$ cat config.mk
export PLATFORM = sky130hd
export DESIGN_NAME = xor_encryptor
export DESIGN_NICKNAME = d
export VERILOG_FILES = /design/src/rtl/xor_encryptor.sv
export SDC_FILE = /design/constraint.sdc
export NUM_CORES = 1
export LEC_CHECK = 0
export BUFFER_PORTS_ARGS = -buffer_cell sky130_fd_sc_hd__buf_2
export CAP_MARGIN = 20
export CORE_MARGIN = 3
export CORE_UTILIZATION = 40
export DETAILED_ROUTE_END_ITERATION = 10
export GPL_ROUTABILITY_DRIVEN = 0
export PLACE_DENSITY = 0.7
export SETUP_SLACK_MARGIN = 0.1
export SLEW_MARGIN = 10
export SYNTH_ARGS = -nofsm -noshare
export SYNTH_HDL_FRONTEND = slang
export SYNTH_SLANG_ARGS = --single-unit
$ cat constraint.sdc
create_clock -name clk -period 2.1 [get_ports clk]
set_input_delay 0.42 -clock clk [delete_from_list [all_inputs] [get_ports clk]]
set_output_delay 0.42 -clock clk [all_outputs]
set_load 0.02 [all_outputs]
$ cat src/rtl/xor_encryptor.sv
// Single-word XOR cipher engine: captures data/key on start, then presents
// data ^ key on data_out with a one-cycle done pulse.
module xor_encryptor #(
   parameter int WIDTH = 32
) (
   input  logic             clk,
   input  logic             rst_n,
   input  logic             start,
   input  logic [WIDTH-1:0] data_in,
   input  logic [WIDTH-1:0] key_in,
   output logic [WIDTH-1:0] data_out,
   output logic             done,
   output logic [1:0]       state_dbg
);

   // Control handshake: start is a request sampled only while IDLE; when it is
   // seen at an edge the inputs are captured (accepted) and any start seen in
   // ENCRYPTING or DONE is dropped, not queued. done is a one-cycle completion
   // strobe and data_out then holds the result until the next one or reset.
   typedef enum logic [1:0] {
      IDLE       = 2'd0,
      ENCRYPTING = 2'd1,
      DONE       = 2'd2
   } state_t;

   state_t           state_q;
   state_t           state_d;
   logic             capture;
   logic [WIDTH-1:0] data_reg;
   logic [WIDTH-1:0] key_reg;

   assign state_dbg = state_q;

   always_comb begin
      state_d = state_q;
      capture = 1'b0;
      case (state_q)
         IDLE: begin
            if (start) begin
               capture = 1'b1;
               state_d = ENCRYPTING;
            end
         end
         ENCRYPTING: state_d = DONE;
         DONE:       state_d = IDLE;
         default:    state_d = IDLE;
      endcase
   end

   always_ff @(posedge clk or negedge rst_n) begin
      if (!rst_n) begin
         state_q  <= IDLE;
         data_reg <= '0;
         key_reg  <= '0;
         data_out <= '0;
         done     <= 1'b0;
      end else begin
         state_q <= state_d;
         if (capture) begin
            data_reg <= data_in;
            key_reg  <= key_in;
         end
         // done is high exactly while the FSM sits in DONE.
         if (state_q == ENCRYPTING) begin
            data_out <= data_reg ^ key_reg;
            done     <= 1'b1;
         end else begin
            done     <= 1'b0;
         end
      end
   end

endmodule

==> run_results.csv, run 1 <==
group,metric,value,unit
clock_tree,h-tree-depth,3,
layout,syn2layout_area_growth,21.42,%
worst_setup_path,cp-start-kind,"flip-flop",
status,status,"complete, no violations",
worst_setup_path,cpPeakStageDelay,470,ps
clock_tree,cts_root_buf,"clkbuf_8",
synthesis,avgSynthCellArea,16.43,um^2
floorplanning,die_w,105.5,um
global_route,antenna_found_initial,0,
global_route,grt_pass1_vias,2299,
job,maxCapViolCount,0,
synthesis,yosysSeqAreaShare,62.56,%
detailed_routing,vias,2218,
power_and_ir_drop,leakage,2.209,nW
clock_tree,cts_sinks,99,
detailed_routing,drc,0,
synthesis,synth-seq-cells,99,
global_route,grt_max_degree,66,
placed_design,hpwlAfterDp,4680,um
timing,rsz0062_at_grt,"false",
synthesis,ys_warn_count,0,
global_route,overflow,0,
synthesis,synth_area_leader_cell,"dfrtp_1",
worst_setup_path,r2r-start,"state_dbg[1]$_DFFE_PN0P_",
synthesis,synth_cell_types,9,
detailed_routing,wl_per_cell,13.97,um
synthesis,synth_area_leaders,"dfrtp_1 (63%), mux2_1 (14%), mux2_2 (13%)",
layout,final_core_util,51.07,%
floorplanning,core_area,9415,um^2
floorplanning,dieArea,11130,um^2
synthesis,synth_cells,241,
layout,drive_above_1_share,47.86,%
clock_tree,clk-insertion-delay-late,350,ps
global_route,grt_pass1_wl,11230,um
detailed_routing,finalWirelength,6704,um
clock_tree,clkTransAtPathRegs,90,ps
timing,relSlewSlack,65.55,%
placed_design,pre_cts_slack,504.9,ps
power_and_ir_drop,power_density,1231,nW/um^2
floorplanning,die_h,105.5,um
clock_tree,cts_made_buffers,9,
worst_setup_path,r2r_slack,510,ps
detailed_routing,postRouteAntennaNets,0,
clock_tree,cts_tree,"yes",
worst_setup_path,r2r_end,"key_reg[10]$_DFFE_PN0P_",
layout,layout_common_cells,"buf_2 (100), dfrtp_1 (99), mux2_1 (49)",
worst_setup_path,r2r.worst_path.cells,3,
power_and_ir_drop,ir_worst_vdd,0.0006693,V
power_and_ir_drop,totalPowerFinal,5.920,mW
synthesis,syn-cell-area,3960,um^2
clock_tree,hold_buffers,0,
layout,layout_commonest_cell,"buf_2",
clock_tree,post_cts_buffers,0,
worst_setup_path,path_class,"flip-flop to flip-flop",
timing,finalSetupViolCount,0,
detailed_routing,firstDrtPassIters,3,
worst_setup_path,required,2340,ps
timing,fmax,628.4,MHz
timing,finalCritPeriodShare,75.78,%
timing,worst_pin_slew,516.8,ps
synthesis,synth_nets,308,
worst_setup_path,crit_chain,"nor3b_4 > buf_12 > mux2_2",
layout,diodes,0,
timing,skew,11.85,ps
worst_setup_path,path_max_fanout,65,
timing,hold_viol_final,0,
detailed_routing,drt-initial-drc-count,45,
clock_tree,ctsResizeCount,0,
worst_setup_path,cp_data_arrival_time,1830,ps
worst_setup_path,setup.worst_path.end_class,"flip-flop",
synthesis,synth_top_area_share,62.56,%
timing,maxSlewViolCount,0,
clock_tree,cts_buffer_depth,2,
worst_hold_path,min_path_type,"input pin to async pin",
timing,fin_crit,1591,ps
layout,layout.nets,413,
global_route,grtUsageTotal,12.67,%
timing,setup_ws,508.6,ps
timing,fin_hold_ws,48.18,ps
layout,n_fill_cell,842,
floorplanning,start_util,42.06,%
worst_setup_path,critPathSlowestCell,"dfrtp_1",
floorplanning,num_io_pins,102,
floorplanning,rows,35,
placed_design,io_buffers,101,
timing,tns,0,ps
detailed_routing,via_per_inst,4.621,
[metal layers]
| layer | track usage, % | part of all wire, % |
|---|---|---|
| met5 | 0 | 0 |
| met1 | 16.37 | 43 |
| met2 | 19.03 | 47 |
| met4 | 4.163 | 0.92 |
| met3 | 5.756 | 9.0 |
[cells by family (layout without fill, tap and decap cells)]
logic type / after synthesis / in the layout / share of synthesized area, %
xor gates and xnor gates: 32 / 32 / 7.077
muxes: 96 / 96 / 27.30
and+or+nand+nor: 3 / 3 / 0.6318
buffers and inverters: 11 / 121 / 2.433
DFF: 99 / 99 / 62.56
[where the power goes]
group / internal (mW) / switching, mW
registers: 2.55 / 0.365
logic: 0.903 / 0.907
clock network: 0.559 / 0.636
total: 4.01 / 1.91
[how the worst max path moves through the flow]
stage,from,endpoint,depth (start not counted)
2_1_floorplan,state_dbg[0]$_DFFE_PN0P_,data_reg[0]$_DFFE_PN0P_,4
3_3_place_gp,start,key_reg[12]$_DFFE_PN0P_,4
3_5_place_dp,start,key_reg[10]$_DFFE_PN0P_,4
4_1_cts,state_dbg[1]$_DFFE_PN0P_,key_reg[10]$_DFFE_PN0P_,3
5_1_grt,state_dbg[1]$_DFFE_PN0P_,data_reg[22]$_DFFE_PN0P_,3
6_report,state_dbg[1]$_DFFE_PN0P_,key_reg[10]$_DFFE_PN0P_,3
[Yosys cell counts]
cell,n
mux2_2,47
nor3b_2,1
nor2b_1,2
dfrtp_1,99
buf_2,2
buf_4,4
xor2_1,32
buf_6,5
mux2_1,49
[metrics by stage]
stage / area, um^2 / instances
after floorplan: 3960 / 241
after global placement: 4614 / 464
after detailed placement: 4614 / 464
after CTS: 4808 / 480
after global routing: 4808 / 480
final: 4808 / 480
[worst max-delay path: cells and delay by family (launching register included)]
| family | cells | cell delay (ps) |
|---|---|---|
| simple gates | 1 | 240 |
| flops | 1 | 470 |
| mux | 1 | 380 |
| buf+inv | 1 | 340 |
[area by class of cell]
class | instances | area (um^2) | area share, %
multi-input cells | 131 | 1400 | 29.12
repair buffers | 105 | 575.6 | 11.97
flip-flops and latches | 99 | 2477 | 51.52
clock inverters | 5 | 62.56 | 1.301
clock buffers | 11 | 131.4 | 2.732
well taps | 129 | 161.4 | 3.357
(Power assumes the default switching activity.)
==> run 2, diff against run 1 <==
--- a/config.mk
+++ b/config.mk
@@ -11,7 +11,7 @@
 export CORE_UTILIZATION = 40
 export DETAILED_ROUTE_END_ITERATION = 10
 export GPL_ROUTABILITY_DRIVEN = 0
-export PLACE_DENSITY = 0.7
+export PLACE_DENSITY = 0.73
 export SETUP_SLACK_MARGIN = 0.1
 export SLEW_MARGIN = 10
 export SYNTH_ARGS = -nofsm -noshare
==> constraint.sdc (replaced) <==
create_clock -name clk -period 1.38 [get_ports clk]
set_input_delay 0.276 -clock clk [delete_from_list [all_inputs] [get_ports clk]]
set_output_delay 0.276 -clock clk [all_outputs]
set_load 0.02 [all_outputs]
==> run 2 against run 1 <==
Compared with the run above: the run now ends with setup timing left; hold slack better by 82 ps; power is 68% higher; die area stayed put; flip-flop and latch count stayed put; clock-buffer cell count is 1 higher; largest power group unchanged; routed wire length is 16% higher; setup slack worse by 560 ps; sequential share of layout area is 5.0 points lower; utilization is 5.6 points higher.
==> run_results.csv, run 2 (synthesized netlist as in run 1, its figures left out) <==
group,metric,value,unit
worst_setup_path,r2r_end,"key_reg[25]$_DFFE_PN0P_",
clock_tree,cts_root_buf,"clkbuf_8",
status,status,"finished with violations",
worst_setup_path,path_class,"flip-flop to flip-flop",
status,violations,"setup timing",
worst_hold_path,hold_path_depth,2,
worst_setup_path,cp-start-kind,"flip-flop",
layout,layout.nets,430,
layout,seqCellArea,2480,um^2
floorplanning,num_io_pins,102,
worst_setup_path,cpPeakStageDelay,440,ps
clock_tree,cts_made_buffers,9,
detailed_routing,drc,0,
timing,finalCritPeriodShare,104.1,%
worst_setup_path,required,1630,ps
global_route,grt_max_degree,52,
global_route,grt_pass1_vias,2513,
power_and_ir_drop,power_density,1863,nW/um^2
layout,final_core_util,56.64,%
worst_setup_path,critPathSlowestCell,"dfrtp_2",
global_route,grt_pass1_wl,12670,um
detailed_routing,firstDrtPassIters,4,
timing,fin_crit,1436,ps
timing,skew,12.56,ps
timing,hold_viol_final,0,
floorplanning,die_h,105.5,um
detailed_routing,drt-initial-drc-count,40,
detailed_routing,via_per_inst,4.664,
worst_setup_path,crit_chain,"nor3b_4 > buf_6 > buf_12 > mux2_1",
placed_design,io_buffers,101,
layout,syn2layout_area_growth,34.66,%
clock_tree,clk-insertion-delay-late,360,ps
worst_hold_path,min_path_type,"input pin to flip-flop",
power_and_ir_drop,ir_worst_vdd,0.0009774,V
worst_setup_path,setup.worst_path.end_class,"flip-flop",
timing,setup_ws,-56.34,ps
layout,layout_common_cells,"buf_2 (98), dfrtp_1 (97), mux2_4 (60)",
detailed_routing,vias,2318,
layout,diodes,0,
timing,rsz0062_at_grt,"true",
floorplanning,die_w,105.5,um
worst_setup_path,r2r_slack,-60,ps
worst_setup_path,r2r.worst_path.cells,4,
timing,finalSetupViolCount,92,
detailed_routing,postRouteAntennaNets,0,
timing,fin_hold_ws,129.8,ps
global_route,overflow,0,
timing,fmax,696.2,MHz
worst_setup_path,cp_data_arrival_time,1680,ps
clock_tree,cts_sinks,99,
global_route,antenna_found_initial,0,
layout,n_fill_cell,775,
clock_tree,cts_buffer_depth,2,
placed_design,hpwlAfterDp,5149,um
layout,drive_above_1_share,56.79,%
floorplanning,core_area,9415,um^2
layout,multi_input_area,1625,um^2
floorplanning,start_util,42.06,%
clock_tree,clkTransAtPathRegs,90,ps
worst_hold_path,min-delay-start,"data_in[2]",
power_and_ir_drop,totalPowerFinal,9.936,mW
detailed_routing,finalWirelength,7770,um
layout,layout_commonest_cell,"buf_2",
power_and_ir_drop,leakage,2.563,nW
timing,relSlewSlack,81.73,%
job,maxCapViolCount,0,
timing,worst_pin_slew,274.1,ps
worst_setup_path,path_max_fanout,18,
worst_setup_path,r2r-start,"state_dbg[0]$_DFFE_PN0P_",
timing,tns,-2416,ps
detailed_routing,wl_per_cell,15.63,um
worst_hold_path,holdPathEnd,"data_reg[2]$_DFFE_PN0P_",
floorplanning,dieArea,11130,um^2
global_route,grtUsageTotal,14.58,%
clock_tree,h-tree-depth,3,
floorplanning,rows,35,
timing,maxSlewViolCount,0,
clock_tree,cts_tree,"yes",
run 2: changes by cell type in the layout (fill, tap and decap cells not counted), sizes merged:
| cell | delta |
|---|---|
| clkbuf | +3 |
| buf | +14 |
| inv | -1 |
| dlygate4sd3 | +1 |
run 2: power breakdown:
group / total [mW] / leakage, nW / switching (mW) / internal (mW)
registers: 4.50 / 1.16 / 0.615 / 3.89
logic: 3.59 / 1.31 / 1.55 / 2.04
clock network: 1.84 / 0.0926 / 0.955 / 0.887
run 2: area by class of cell:
cell class,count,area share [%]
Tap cell,129,3.027
Timing Repair Buffer,122,16.33
Clock buffer,12,2.722
Sequential cell,99,46.50
Clock inverter,4,0.9385
Multi-Input combinational cell,131,30.48
run 2: what timing repair did:
action / 4_1_cts / 5_1_grt
hold buffers: 1 / 0
setup buffers: 4 / 1
pin swaps: 1 / 1
hold endpoints to repair: 99 / 0
endpoints found under the setup margin: 98 / 98
resized for setup: 40 / 18
gates cloned: 2 / 2
run 2: worst max path at each step:
stage | start | end | slack [ps] | cells after the start
2_1_floorplan | state_dbg[0]$_DFFE_PN0P_ | data_reg[0]$_DFFE_PN0P_ | -30 | 4
3_3_place_gp | state_dbg[0]$_DFFE_PN0P_ | key_reg[9]$_DFFE_PN0P_ | -40 | 3
3_5_place_dp | state_dbg[0]$_DFFE_PN0P_ | key_reg[6]$_DFFE_PN0P_ | -90 | 3
4_1_cts | state_dbg[1]$_DFFE_PN0P_ | key_reg[8]$_DFFE_PN0P_ | -50 | 4
5_1_grt | state_dbg[0]$_DFFE_PN0P_ | data_reg[8]$_DFFE_PN0P_ | -130 | 4
6_report | state_dbg[0]$_DFFE_PN0P_ | key_reg[25]$_DFFE_PN0P_ | -60 | 4
run 2: through the flow:
stage          instance area, um^2  worst slack (ps)  cells
2_1_floorplan                 4100            -33.83    241
3_3_place_gp                  4778            -42.53    471
3_5_place_dp                  4778            -90.40    471
4_1_cts                       5206            -53.12    494
5_1_grt                       5333            -128.8    497
6_report                      5333            -56.34    497
run 2: critical path, delay by kind of cell, from the launching register on:
kind | cells | cell delay (ps)
DFF | 1 | 440
muxes | 1 | 340
buffers and inverters | 2 | 330
and+or+nand+nor | 1 | 220
run 2: routing by layer:
metal / part of all wire (%) / vias to the layer above / GRT usage (%) / routed length [um]
li1: - / 1066 / - / -
met1: 45 / 1169 / 19.24 / 3507
met2: 47 / 77 / 22.63 / 3647
met3: 6.9 / 6 / 5.021 / 537
met4: 1.0 / 0 / 4.810 / 78
met5: 0 / - / 0 / 0
